--- config.mk ---
export PLATFORM = sky130hd
export DESIGN_NAME = btn_debounce
export DESIGN_NICKNAME = d
export VERILOG_FILES = /design/src/rtl/btn_debounce.sv
export SDC_FILE = /design/constraint.sdc
export NUM_CORES = 1
export LEC_CHECK = 0
export BUFFER_PORTS_ARGS = -buffer_cell sky130_fd_sc_hd__buf_2
export CELL_PAD_IN_SITES_DETAIL_PLACEMENT = 0
export CELL_PAD_IN_SITES_GLOBAL_PLACEMENT = 1
export CORE_UTILIZATION = 45
export CTS_CLUSTER_SIZE = 14
export DETAILED_ROUTE_END_ITERATION = 7
export GPL_TIMING_DRIVEN = 0
export PLACE_DENSITY_LB_ADDON = 0.12
export SYNTH_ARGS = -nofsm -noshare
export SYNTH_HDL_FRONTEND = slang
export SYNTH_SLANG_ARGS = --single-unit
--- constraint.sdc ---
create_clock -name clkdigit -period 4.7 [get_ports clkdigit]
set_input_delay 0.47 -clock clkdigit [delete_from_list [all_inputs] [get_ports clkdigit]]
set_output_delay 0.47 -clock clkdigit [all_outputs]
set_load 0.05 [all_outputs]
--- src/rtl/btn_debounce.sv ---
// Push-button conditioner: 2-flop synchroniser, debounce FSM, long-press detection and auto-repeat.
// Every output is registered and each pulse output is exactly one clkdigit cycle wide.
module btn_debounce #(
    parameter int DEBOUNCE_TICKS = 5,
    parameter int LONG_TICKS     = 120,
    parameter int REPEAT_TICKS   = 24,
    parameter bit REPEAT_EN      = 1'b1
) (
    input  logic clkdigit,
    input  logic reset,
    input  logic btn_raw,
    output logic btn_level,
    output logic press_pulse,
    output logic long_pulse,
    output logic release_pulse
);

    localparam int         SYNC_STAGES = 2;
    localparam logic [7:0] DEB_MAX     = 8'(DEBOUNCE_TICKS);
    localparam logic [9:0] LONG_MAX    = 10'(LONG_TICKS);
    localparam logic [9:0] REP_MAX     = 10'(REPEAT_TICKS);

    typedef enum logic [2:0] {
        IDLE,
        PRESS_WAIT,
        PRESSED,
        REPEAT,
        RELEASE_WAIT
    } state_t;

    logic [SYNC_STAGES-1:0] r_sync;
    logic [SYNC_STAGES-1:0] w_sync_next;
    logic                   w_s2;

    state_t     r_state;
    state_t     w_state_next;
    logic [7:0] r_dcnt;
    logic [7:0] w_dcnt_next;
    logic [7:0] w_dcnt_inc;
    logic [9:0] r_hcnt;
    logic [9:0] w_hcnt_next;
    logic [9:0] w_hcnt_inc;
    logic [9:0] r_rcnt;
    logic [9:0] w_rcnt_next;
    logic [9:0] w_rcnt_inc;
    logic       r_ret;
    logic       w_ret_next;
    logic       r_level;
    logic       w_level_next;
    logic       r_press;
    logic       w_press_next;
    logic       r_long;
    logic       w_long_next;
    logic       r_release;
    logic       w_release_next;

    // Actions shared between states; resolved after the per-state decode.
    logic w_accept_press;
    logic w_start_release;
    logic w_release_ret;
    logic w_accept_release;
    logic w_do_hold;
    logic w_do_repeat;

    assign w_sync_next = {r_sync[SYNC_STAGES-2:0], btn_raw};
    assign w_s2        = r_sync[SYNC_STAGES-1];
    assign w_dcnt_inc  = r_dcnt + 8'd1;
    assign w_hcnt_inc  = r_hcnt + 10'd1;
    assign w_rcnt_inc  = r_rcnt + 10'd1;

    always_ff @(posedge clkdigit) begin
        if (reset) begin
            r_sync    <= '0;
            r_state   <= IDLE;
            r_dcnt    <= '0;
            r_hcnt    <= '0;
            r_rcnt    <= '0;
            r_ret     <= 1'b0;
            r_level   <= 1'b0;
            r_press   <= 1'b0;
            r_long    <= 1'b0;
            r_release <= 1'b0;
        end else begin
            r_sync    <= w_sync_next;
            r_state   <= w_state_next;
            r_dcnt    <= w_dcnt_next;
            r_hcnt    <= w_hcnt_next;
            r_rcnt    <= w_rcnt_next;
            r_ret     <= w_ret_next;
            r_level   <= w_level_next;
            r_press   <= w_press_next;
            r_long    <= w_long_next;
            r_release <= w_release_next;
        end
    end

    always_comb begin
        w_state_next     = r_state;
        w_dcnt_next      = r_dcnt;
        w_hcnt_next      = r_hcnt;
        w_rcnt_next      = r_rcnt;
        w_ret_next       = r_ret;
        w_level_next     = r_level;
        w_press_next     = 1'b0;
        w_long_next      = 1'b0;
        w_release_next   = 1'b0;
        w_accept_press   = 1'b0;
        w_start_release  = 1'b0;
        w_release_ret    = 1'b0;
        w_accept_release = 1'b0;
        w_do_hold        = 1'b0;
        w_do_repeat      = 1'b0;

        unique case (r_state)
            IDLE: begin
                w_level_next = 1'b0;
                w_dcnt_next  = '0;
                if (w_s2) begin
                    if (DEB_MAX == 8'd1) begin
                        w_accept_press = 1'b1;
                    end else begin
                        w_state_next = PRESS_WAIT;
                        w_dcnt_next  = 8'd1;
                    end
                end
            end
            PRESS_WAIT: begin
                if (!w_s2) begin
                    w_state_next = IDLE;
                    w_dcnt_next  = '0;
                end else if (w_dcnt_inc == DEB_MAX) begin
                    w_accept_press = 1'b1;
                end else begin
                    w_dcnt_next = w_dcnt_inc;
                end
            end
            PRESSED: begin
                if (!w_s2) begin
                    w_start_release = 1'b1;
                    w_release_ret   = 1'b0;
                end else begin
                    w_do_hold = 1'b1;
                end
            end
            REPEAT: begin
                if (!w_s2) begin
                    w_start_release = 1'b1;
                    w_release_ret   = 1'b1;
                end else begin
                    w_do_repeat = 1'b1;
                end
            end
            RELEASE_WAIT: begin
                // Returning counts as a held cycle, so only RELEASE_WAIT cycles delay the timers.
                if (w_s2) begin
                    w_dcnt_next = '0;
                    if (r_ret) begin
                        w_do_repeat = 1'b1;
                    end else begin
                        w_do_hold = 1'b1;
                    end
                end else if (w_dcnt_inc == DEB_MAX) begin
                    w_accept_release = 1'b1;
                end else begin
                    w_dcnt_next = w_dcnt_inc;
                end
            end
            default: begin
                w_state_next = IDLE;
            end
        endcase

        if (w_accept_press) begin
            w_state_next = PRESSED;
            w_level_next = 1'b1;
            w_press_next = 1'b1;
            w_hcnt_next  = '0;
            w_dcnt_next  = '0;
        end

        if (w_do_hold) begin
            w_state_next = PRESSED;
            if (r_hcnt < LONG_MAX) begin
                w_hcnt_next = w_hcnt_inc;
                if (w_hcnt_inc == LONG_MAX) begin
                    w_long_next = 1'b1;
                    if (REPEAT_EN) begin
                        w_state_next = REPEAT;
                        w_rcnt_next  = '0;
                    end
                end
            end
        end

        if (w_do_repeat) begin
            w_state_next = REPEAT;
            if (w_rcnt_inc == REP_MAX) begin
                w_press_next = 1'b1;
                w_rcnt_next  = '0;
            end else begin
                w_rcnt_next = w_rcnt_inc;
            end
        end

        // A release sample wins over any long/repeat pulse due this cycle.
        if (w_start_release) begin
            w_ret_next = w_release_ret;
            if (DEB_MAX == 8'd1) begin
                w_accept_release = 1'b1;
            end else begin
                w_state_next = RELEASE_WAIT;
                w_dcnt_next  = 8'd1;
            end
        end

        if (w_accept_release) begin
            w_state_next   = IDLE;
            w_level_next   = 1'b0;
            w_release_next = 1'b1;
            w_dcnt_next    = '0;
        end
    end

    assign btn_level     = r_level;
    assign press_pulse   = r_press;
    assign long_pulse    = r_long;
    assign release_pulse = r_release;

endmodule

# ---- Yosys cells after proc, flatten, opt, wreduce, memory -nomap -nowiden
# Cells that the tools add are included.
dict set report classes {
  add_sub_neg 3
  magnitude_cmp 1
  bitwise_logic 2
  n_reduce_logical 16
  mux 46
  n_shift 0
  multipliers 0
  n_eq_ne 13
  div 0
}
# cell n
set op_table {}
lappend op_table {{10-bit 2-to-1 mux} 8}
lappend op_table {{1-bit 2-to-1 mux} 25}
lappend op_table {{8-bit 2-to-1 mux} 3}
lappend op_table {{8-bit case mux with 3 select lines} 1}
lappend op_table {{10-bit by 1-bit adder with 10-bit output (second input constant)} 2}
lappend op_table {{3-bit 2-to-1 mux} 6}
lappend op_table {{6-bit inequality test (second input constant)} 2}
lappend op_table {{10-bit by 5-bit equality test with 1-bit output (second input constant)} 1}
lappend op_table {{10-bit by 7-bit equality test with 1-bit output (second input constant)} 1}
lappend op_table {{10-bit by 7-bit less-than comparator with 1-bit output (second input constant)} 1}
lappend op_table {{5-bit inequality test (second input constant)} 2}
lappend op_table {{3-bit case mux with 3 select lines} 1}
lappend op_table {{3-bit AND reduction} 3}
lappend op_table {{3-bit OR reduction} 3}
lappend op_table {{8-bit by 1-bit adder with 8-bit output (second input constant)} 1}
lappend op_table {{8-bit by 3-bit equality test with 1-bit output (second input constant)} 1}
lappend op_table {{2-bit nonzero test} 4}
lappend op_table {{3-bit by 2-bit equality test with 1-bit output (second input constant)} 2}
lappend op_table {{5-bit by 1-bit inequality test with 1-bit output (second input constant)} 1}
lappend op_table {{5-bit nonzero test} 1}
lappend op_table {{4-bit by 1-bit inequality test with 1-bit output (second input constant)} 1}
lappend op_table {{1-bit case mux with 2 select lines} 2}
lappend op_table {{2-bit OR reduction} 2}
lappend op_table {{4-bit OR reduction} 1}
lappend op_table {{other kinds (5)} 6}
dict set report word_totals {
  mem_bits_ro 0
  mem_bits_rw 0
  ff_bits 38
  latch_bits 0
  n_memories 0
  word_cells 93
  in_bits 3
}

# ---- Longest topological paths before layout
dict set report logic_depth {
  ltp_word 9
  ltp_mapped 8
}

# ---- Worst setup path after synthesis
# Ideal clock, no wire load.
dict set report synth_timing {
  path_type {reg2reg}
  from {reg r_dcnt[0]}
  to {reg r_hcnt[0]}
  setup_slack_ns 2.717
  t_arrival_ns 1.882
  n_path_buf 1
  stages_incl_launch_ff 9
  setup_ns 0.101
  path_cell_list {dfxtp_1 > ha_1 > nand3_4 > nor3b_1 > o221a_1 > and3_1 > buf_6 > or4b_1 > o41ai_1}
}
dict set report synth_via {
  elab_chain_len 8
}
# element line
set synth_lines {}
lappend synth_lines {{from (decl)} 37} ;# logic [7:0] r_dcnt;
lappend synth_lines {{from (signal assigned)} 86} ;# r_dcnt <= w_dcnt_next;
lappend synth_lines {{8-bit by 1-bit adder with 8-bit output (*)} 67} ;# assign w_dcnt_inc = r_dcnt + 8'd1;
lappend synth_lines {{8-bit by 3-bit equality test with 1-bit output (*)} 131} ;# end else if (w_dcnt_inc == DEB_MAX) begin
lappend synth_lines {{1-bit 2-to-1 mux (*)} 131}
lappend synth_lines {{1-bit 2-to-1 mux (*)} 128} ;# if (!w_s2) begin
lappend synth_lines {{1-bit 2-to-1 mux (*)} 114} ;# unique case (r_state)
lappend synth_lines {{10-bit 2-to-1 mux (*)} 173} ;# if (w_accept_press) begin
lappend synth_lines {{10-bit 2-to-1 mux} 183} ;# if (r_hcnt < LONG_MAX) begin
lappend synth_lines {{10-bit 2-to-1 mux (*)} 181} ;# if (w_do_hold) begin
lappend synth_lines {{to (signal assigned)} 87} ;# r_hcnt <= w_hcnt_next;
lappend synth_lines {{to (decl)} 40} ;# logic [9:0] r_hcnt;
# Every way passes the cells marked *; elsewhere a longest branch is shown, timed or not.
# A chain may end at the register's enable or synchronous reset.

# ---- Worst setup path after layout
dict set report layout_timing {
  from {reg r_dcnt[0]}
  to {reg r_state[0]}
}
dict set report layout_via {
  elab_chain_len 8
  word_cells_on_any_way 15
}
# element line
set layout_lines {}
lappend layout_lines {{8-bit by 1-bit adder with 8-bit output (*)} 67}
lappend layout_lines {{8-bit by 3-bit equality test with 1-bit output (*)} {131, 162}}
lappend layout_lines {{1-bit 2-to-1 mux (*)} {131, 162}}
lappend layout_lines {{1-bit 2-to-1 mux} 128}
lappend layout_lines {{1-bit 2-to-1 mux} 114}
lappend layout_lines {{3-bit 2-to-1 mux} 173}
lappend layout_lines {{3-bit 2-to-1 mux} 181}
lappend layout_lines {{3-bit 2-to-1 mux} 195} ;# if (w_do_repeat) begin
lappend layout_lines {{to (signal assigned)} 85} ;# r_state <= w_state_next;
lappend layout_lines {{to (decl)} 35} ;# state_t r_state;
# Marks and branches as above.

==> impl_metrics.csv <==
group,metric,value,unit
run_status,status,"finished, final reports clean",
global_routing,grt_pass1_wl,8370,um
sta,drv_slew,0,
sta,max_slew_margin,0.584,
synthesis,synth_compound_area_frac,0.202,
finish,fin_nets,291,
job,max-cap-violations,0,
synthesis,synth_top_family_by_area,"simple AND/OR/NAND/NOR gates",
synthesis,muxShareOfSynthArea,0.0280,
drt,dr.pass1.iters,4,
sta,whs,387,ps
worst_setup_path,critPathMaxStageDelay,400,ps
pwr,ir_worst_vdd,199,uV
worst_setup_path,crit_required,4860,ps
place,dp_hpwl,3460,um
global_routing,grt_pass1_vias,1765,
cts,cts.repair.resized,0,
synthesis,yosysTopAreaCell,"dfxtp_1",
cts,numCtsBuffers,5,
sta,finClkSkew,3.52,ps
synthesis,synthAdderAreaFrac,0.0234,
finish,n_antenna_cell,0,
synthesis,synth_seq_cells,38,
sta,setup_viol,0,
synthesis,async_reset_ff_frac,0,
floorplan,initial_utilization,0.479,
drt,vias_per_cell,5.87,
synthesis,yosysTopAreaCellShare,0.355,
cts,cts_max_level,2,
synthesis,synth.area.top_cells,"dfxtp_1 36%, nor2_1 5.6%, nand2_1 4.7%",
cts,cts_buffer_depth,2,
worst_setup_path,critical_path.max_fanout,10,
place,numPortBuffers,6,
cts,clock_latency,290,ps
floorplan,num_io_pins,7,
global_routing,antenna_found_initial,0,
worst_setup_path,slowest_stage,"dfxtp_1",
synthesis,synthesis.area,2140,um^2
synthesis,synthSimpleGateAreaFrac,0.327,
cts,cts_tree,"yes",
worst_setup_path,cp.arrival,2450,ps
worst_hold_path,min_from,"btn_raw",
pwr,leakagePower,0.000771,uW
global_routing,grt_max_degree,11,
drt,dr.first_iter.drc_count,149,
global_routing,grt_overflow,0,
worst_setup_path,cp-startpoint,"r_dcnt[0]",
synthesis,synth.avg_cell_area,7.90,um^2
worst_setup_path,critPathKind,"register to register",
synthesis,ys_seq_area_frac,0.355,
sta,clock.fmax,0.436,GHz
floorplan,die_area,5040,um^2
cts,clk_pin_slew,70,ps
place,gp_congestion,0.788,
drt,routed_wl,4740,um
synthesis,syn_nets,278,
sta,period_share,0.488,
cts,post_cts_buffers,0,
worst_setup_path,r2r-start,"r_dcnt[0]",
drt,via_count,1971,
synthesis,synth_cell_types,54,
cts,cts_hold_buf,0,
synthesis,ys_warn_count,0,
pwr,power_per_cell_area,241,nW/um^2
floorplan,rows,24,
synthesis,synth_most_common_cell,"dfxtp_1",
drt,ant_nets,0,
worst_setup_path,cp-start-kind,"register",
synthesis,synth_edf_count,0,
floorplan,fp.dieH,71.0,um
sta,period_needed,2290,ps
drt,wl_per_cell,14.1,um
floorplan,die_x,71.0,um
global_routing,grt_usage,0.208,
sta,hold_violations,0,
finish,layout-drive-gt1-share,0.0739,
sta,rsz0062_at_grt,"false",
synthesis,synth_cells,271,
sta,max_slew.worst_pin.slew,618,ps
worst_setup_path,path_cells,"ha_1, nand3_4, nor4_1, o221a_1, nand2_1, buf_2, a2111oi_0, nor3b_1",
worst_hold_path,worst_hold_path_type,"input port to register",
sta,totalNegativeSetupSlack,0,ps
floorplan,core_area,4470,um^2
synthesis,synth_xor_area_frac,0.0164,
worst_setup_path,end_kind,"register",
synthesis,ys_top_cells_by_count,"38 x dfxtp_1, 32 x nor2_1, 27 x nand2_1, 14 x a21oi_1",
cts,cts_root_buf,"clkbuf_8",
cts,cts_sinks,38,
finish,synthToLayoutAreaGrowth,8.00,%
drt,drc,0,
synthesis,synth-main-ff-cell,"dfxtp_1",
==> sequential cells by signal, indices dropped and copies added, names as in the netlist <==
name	cells
r_ret	1
btn_level	1
r_hcnt	10
long_pulse	1
r_rcnt	10
press_pulse	1
r_sync	2
release_pulse	1
r_dcnt	8
r_state	3
==> cells in the final DEF (no fill, tap or decap), drive strengths merged, types with 6 or more instances in the layout <==
cell / instances
and3: 11
clkbuf: 15
nand2: 27
nor3b: 7
nor3: 10
nor2b: 9
o21ai: 14
nand3: 8
nor2: 32
buf: 12
o41ai: 6
dfxtp: 38
mux2i: 6
inv: 10
a21oi: 14
==> per-layer routing <==
layer	up-vias	wire length [um]	track usage
met2	31	2140	0.329
met5	-	0	0
met1	916	2410	0.282
met4	0	44	0.0578
met3	6	149	0.0527
li1	1018	-	-
==> per-stage QoR <==
| step | instance area [um^2] | setup slack [ps] | utilization | power [uW] | std cells |
|---|---|---|---|---|---|
| after CTS | 2310 | 2400 | 0.517 | 562 | 336 |
| after floorplan | 2140 | 2720 | - | 345 | 271 |
| after global placement | 2240 | 2450 | 0.500 | 352 | 329 |
| after detailed placement | 2240 | 2410 | 0.500 | 352 | 329 |
| final | 2310 | 2410 | 0.517 | 558 | 336 |
| after global routing | 2310 | 2270 | 0.517 | 581 | 336 |
==> area by class of cell <==
cell class | instances | area (um^2)
plain buffers | 14 | 65.1
inverters | 10 | 37.5
flip-flops and latches | 38 | 761
well taps | 52 | 65.1
multi-input cells | 209 | 1280
fillers | 463 | 2160
clock buffers | 7 | 76.3
repair buffers | 6 | 30.0
==> power breakdown <==
group / internal, uW / total [uW] / switching (uW)
registers: 323 / 324 / 1.15
clock network: 102 / 213 / 111
logic: 5.76 / 19.7 / 14.0
total: 431 / 558 / 126
==> critical path, delay by kind of cell (launching register included) <==
family                   cells  cell delay, ps
flip-flops                   1             400
buffers and inverters        1             210
AND/OR/NAND/NOR              4             590
AO/OA/AOI/OAI                2             660
adder cells (fa/ha/maj)      1             290
==> final timing paths <==
path,end,cells after the start,slack [ps]
worst max-delay path,r_state[0],8,2410
worst min-delay path,r_sync[0],2,390
worst max register to register,r_state[0],8,2410
worst min register to register,r_sync[1],1,440
==> cells by family (layout without fill, tap and decap cells) <==
logic type               after synthesis  in the layout
XOR/XNOR                               4              4
adder cells (fa/ha/maj)                4              4
flip-flops                            38             38
multiplexers                           6              6
AO/OA/AOI/OAI                         63             63
AND/OR/NAND/NOR                      132            132
buffers and inverters                 24             37
(Power assumes the default switching activity.)
